File: src/rtl/inst_refill.sv
// Instruction-cache refill engine: reads the four bytes of a missing instruction
// from the byte-wide memory port and writes the assembled word into the cache.
module inst_refill #(
  parameter int ADDR_WIDTH = 32,
  parameter int INST_WIDTH = 32
) (
  input  logic                  clk_i,
  input  logic                  rst_i,
  input  logic                  rdy_i,
  input  logic                  miss_i,
  input  logic [ADDR_WIDTH-1:0] miss_pc_i,
  input  logic                  flush_i,
  output logic                  mem_req_o,
  output logic [ADDR_WIDTH-1:0] mem_addr_o,
  input  logic                  mem_gnt_i,
  input  logic                  mem_valid_i,
  input  logic [7:0]            mem_data_i,
  output logic                  cache_we_o,
  output logic [ADDR_WIDTH-1:0] cache_pc_o,
  output logic [INST_WIDTH-1:0] cache_inst_o,
  output logic                  busy_o,
  output logic                  done_o
);

  typedef enum logic [2:0] {
    S_IDLE,
    S_REQ,
    S_WAIT,
    S_WRITE,
    S_DRAIN
  } state_t;

  state_t                state_q, state_d;
  logic [1:0]            idx_q, idx_d;
  logic [ADDR_WIDTH-1:0] base_q, base_d;
  logic [INST_WIDTH-1:0] inst_q, inst_d;

  // rdy_i low holds every register, so outputs simply reflect the frozen state.
  always_ff @(posedge clk_i or negedge rst_i) begin
    if (!rst_i) begin
      state_q <= S_IDLE;
      idx_q   <= 2'd0;
      base_q  <= '0;
      inst_q  <= '0;
    end else if (rdy_i) begin
      state_q <= state_d;
      idx_q   <= idx_d;
      base_q  <= base_d;
      inst_q  <= inst_d;
    end
  end

  always_comb begin
    state_d      = state_q;
    idx_d        = idx_q;
    base_d       = base_q;
    inst_d       = inst_q;
    mem_req_o    = 1'b0;
    mem_addr_o   = '0;
    cache_we_o   = 1'b0;
    cache_pc_o   = '0;
    cache_inst_o = '0;
    done_o       = 1'b0;

    case (state_q)
      S_IDLE: begin
        if (miss_i && !flush_i) begin
          base_d  = miss_pc_i;
          idx_d   = 2'd0;
          state_d = S_REQ;
        end
      end

      S_REQ: begin
        mem_req_o  = 1'b1;
        mem_addr_o = base_q + ADDR_WIDTH'(idx_q);
        if (flush_i) begin
          // A granted request still owes us a byte, which must be drained.
          state_d = mem_gnt_i ? S_DRAIN : S_IDLE;
        end else if (mem_gnt_i) begin
          state_d = S_WAIT;
        end
      end

      S_WAIT: begin
        if (mem_valid_i) begin
          if (flush_i) begin
            state_d = S_IDLE;
          end else begin
            inst_d[{idx_q, 3'b000} +: 8] = mem_data_i;
            if (idx_q == 2'd3) begin
              state_d = S_WRITE;
            end else begin
              idx_d   = idx_q + 2'd1;
              state_d = S_REQ;
            end
          end
        end else if (flush_i) begin
          state_d = S_DRAIN;
        end
      end

      // The assembled word is valid for base regardless of a flush.
      S_WRITE: begin
        cache_we_o   = 1'b1;
        done_o       = 1'b1;
        cache_pc_o   = base_q;
        cache_inst_o = inst_q;
        state_d      = S_IDLE;
      end

      S_DRAIN: begin
        if (mem_valid_i) begin
          state_d = S_IDLE;
        end
      end

      default: begin
        state_d = S_IDLE;
      end
    endcase
  end

  assign busy_o = (state_q != S_IDLE);

endmodule

File: config.mk
export PLATFORM = sky130hd
export DESIGN_NAME = inst_refill
export DESIGN_NICKNAME = d
export VERILOG_FILES = /design/src/rtl/inst_refill.sv
export SDC_FILE = /design/constraint.sdc
export NUM_CORES = 1
export LEC_CHECK = 0
export ABC_AREA = 0
export CELL_PAD_IN_SITES_DETAIL_PLACEMENT = 1
export CELL_PAD_IN_SITES_GLOBAL_PLACEMENT = 2
export CORE_MARGIN = 4
export CORE_UTILIZATION = 30
export CTS_CLUSTER_SIZE = 16
export DETAILED_ROUTE_END_ITERATION = 8
export PLACE_DENSITY = 0.83
export SETUP_SLACK_MARGIN = 0.2
export SLEW_MARGIN = 20
export SYNTH_ARGS = -nofsm -noshare
export SYNTH_HDL_FRONTEND = slang
export SYNTH_SLANG_ARGS = --single-unit
File: constraint.sdc
create_clock -name clk_i -period 5.62 [get_ports clk_i]
set_input_delay 0.843 -clock clk_i [delete_from_list [all_inputs] [get_ports clk_i]]
set_output_delay 0.843 -clock clk_i [all_outputs]
set_load 0.01 [all_outputs]
==> flow_metrics.tcl <==
set metrics [dict create \
    status "finished, final reports clean" \
    cts_hold_buf 0 \
    core-area_sq_um 14500 \
    yosys_most_used_dff "dfrtp_1" \
    ys_seq_area_share_pct 39.1 \
    utilization_pct 43.3 \
    maxCapViolCount 0 \
    wire_per_inst_um 18.9 \
    dp_hpwl_mm 10.6 \
    clock_skew_ns 0.00805 \
    postRouteAntennaNets 0 \
    async_flop_share_pct 100 \
    synth_cells 457 \
    start_util_pct 30.5 \
    setup-violations-final 0 \
    period_share_pct 72.6 \
    syn2layout_area_growth_pct 42.1 \
    crit_path_end_kind "output port" \
    relSlewSlack_pct 30.1 \
    finalWeightedCongestion 0.836 \
    numCtsBuffers 9 \
    synth-seq-cells 69 \
    die_x_um 129 \
    critPathKind "reg -> out" \
    first_pass_iters 4 \
    port_buffers 146 \
    grt_max_degree 70 \
    start_kind "register" \
    clock-sinks 69 \
    n_antenna_cell 0 \
    cp_top_family "simple AND/OR/NAND/NOR gates" \
    fmax_mhz 245 \
    die_h_um 129 \
    overflow 0 \
    die_area_sq_um 16700 \
    grt.total_usage_pct 17.7 \
    grt_pass1_vias 4319 \
    antenna_found_initial 0 \
    synth_area_sq_um 4410 \
    ys_warn_count 0 \
    cts_buffer_depth 2 \
    vias_per_cell 5.36 \
    fillers 1615 \
    worstMarginPinSlew_ns 1.04 \
    row_count 44 \
    min_path_type "reg -> reg" \
    cts_tree "built" \
    cts-resized-gates 0 \
    vias 4145 \
    cpMaxStageDelayCell "or4_1" \
    clk_latency_ns 0.34 \
    synth_edf_count 0 \
    crit_chain "ha_1 -> fa_1 -> and4_1 -> nand4_1 -> or4_1 -> a21oi_1 -> clkdlybuf4s50_1" \
    root_buffer "clkbuf_16" \
    wirelength_mm 14.6 \
    critPathMaxFanout 8 \
    syn_nets 512 \
    h-tree-depth 3 \
    fin_tns_setup_ns 0 \
    p_per_area_nw_per_um2 411 \
    avgSynthCellArea_sq_um 9.65 \
    reg2reg_setup_slack_ns 3.05 \
    drt-initial-drc-count 176 \
    synth_area_leaders "dfrtp_1, and2_1, mux2_2" \
    layout-drive-gt1-share_pct 16.5 \
    yosys.area.top_type_share_pct 39.1 \
    critPathMaxStageDelay_ns 0.57 \
    finalMaxSlewViolations 0 \
    total_leakage_power_nw 2.53 \
    arrival_ns 3.24 \
    crit_required_ns 4.78 \
    remaining_drc_errors 0 \
    layout.nets 639 \
    synth_area_leader_cell "dfrtp_1" \
    cts_setup_buffers 0 \
    critPathBufInv 1 \
    grt_pass1_wl_mm 23.3 \
    clkTransAtPathRegs_ns 0.06 \
    hold_violations 0 \
    rsz0062_at_grt "false" \
    synth_cell_type_count 50 \
    io_pins 147 \
    ir_worst_vdd_mv 0.157 \
    period_minus_slack_ns 4.08 \
]
state kept, by name, indices dropped and copies added, names as in the netlist:
signal   cells
base_q      32
inst_q      32
state_q      3
idx_q        2
Yosys cell counts, types with 4 or more instances:
library cell	number
a21oi_1	16
a21bo_2	32
and2_1	68
nor2_1	17
and4_1	5
buf_2	7
inv_1	10
a31oi_1	4
nand4_1	43
ha_1	7
o31ai_1	6
nand2_1	23
nor3_1	6
o21ai_0	14
dfrtp_1	69
xnor2_1	5
nor4_1	6
or3_1	6
mux2_2	31
or4_1	7
nand3_1	7
clkbuf_1	20
cells in the final DEF (no fill, tap or decap), types with 9 or more instances in the layout:
cell and count:
a21oi_1 16, dfrtp_1 69, inv_1 10, mux2_2 31, nand4_1 43, and2_1 68
clkbuf_16 9, nor2_1 16, o21ai_0 14, nand2_1 23, clkdlybuf4s50_1 145, a21bo_2 32
final timing paths:
check                            endpoint        from  cells after the start
setup / recovery           mem_addr_o[30]    idx_q[0]                      7
hold / removal                 inst_q[30]  inst_q[30]                      1
setup reg to reg               inst_q[22]  state_q[2]                      4
hold reg to reg                inst_q[30]  inst_q[30]                      1
max in group asynchronous      state_q[1]       rst_i                      2
min in group asynchronous      base_q[27]       rst_i                      2
logic make-up (layout without fill, tap and decap cells):
family	after synthesis	after routing	share of synthesized area, %
xor gates and xnor gates	7	7	1.39
DFF	69	69	39.1
AOI/OAI and AO/OA	85	85	14.8
muxes	36	36	9.13
adders and majority gates	8	8	2.44
buffers and inverters	42	174	4.40
and+or+nand+nor	210	210	28.7
cell type report:
class	count	area (sq um)	share of cell area (%)
tap	184	230	3.67
inverter	10	37.5	0.599
multi-input combinational	346	2510	40.0
clock inverter	5	42.5	0.679
sequential	69	1730	27.5
timing repair buffer	148	1470	23.5
clock buffer	11	253	4.03
power breakdown:
group | internal, mW | switching (mW) | total [mW]
logic | 0.579 | 0.555 | 1.13
clock network | 0.328 | 0.234 | 0.561
registers | 0.637 | 0.242 | 0.879
per-stage QoR:
stage / hold WS, ns / worst slack (ns) / instances / power, mW / area (sq um)
2_1_floorplan: 0.454 / 2.77 / 457 / 1.48 / 4410
3_3_place_gp: 0.464 / 1.97 / 757 / 1.99 / 5970
3_5_place_dp: 0.472 / 1.87 / 757 / 2.03 / 5970
4_1_cts: 0.486 / 1.50 / 773 / 2.61 / 6260
5_1_grt: 0.495 / 1.28 / 773 / 2.76 / 6270
6_report: 0.483 / 1.54 / 773 / 2.57 / 6270
routing by layer:
metal | wire (um) | track usage [%]
met1 | 6240 | 22.8
met2 | 7110 | 29.3
met3 | 1030 | 4.53
met4 | 255 | 5.19
met5 | 0 | 0
Note: power is estimated with default switching activity, not from simulation.
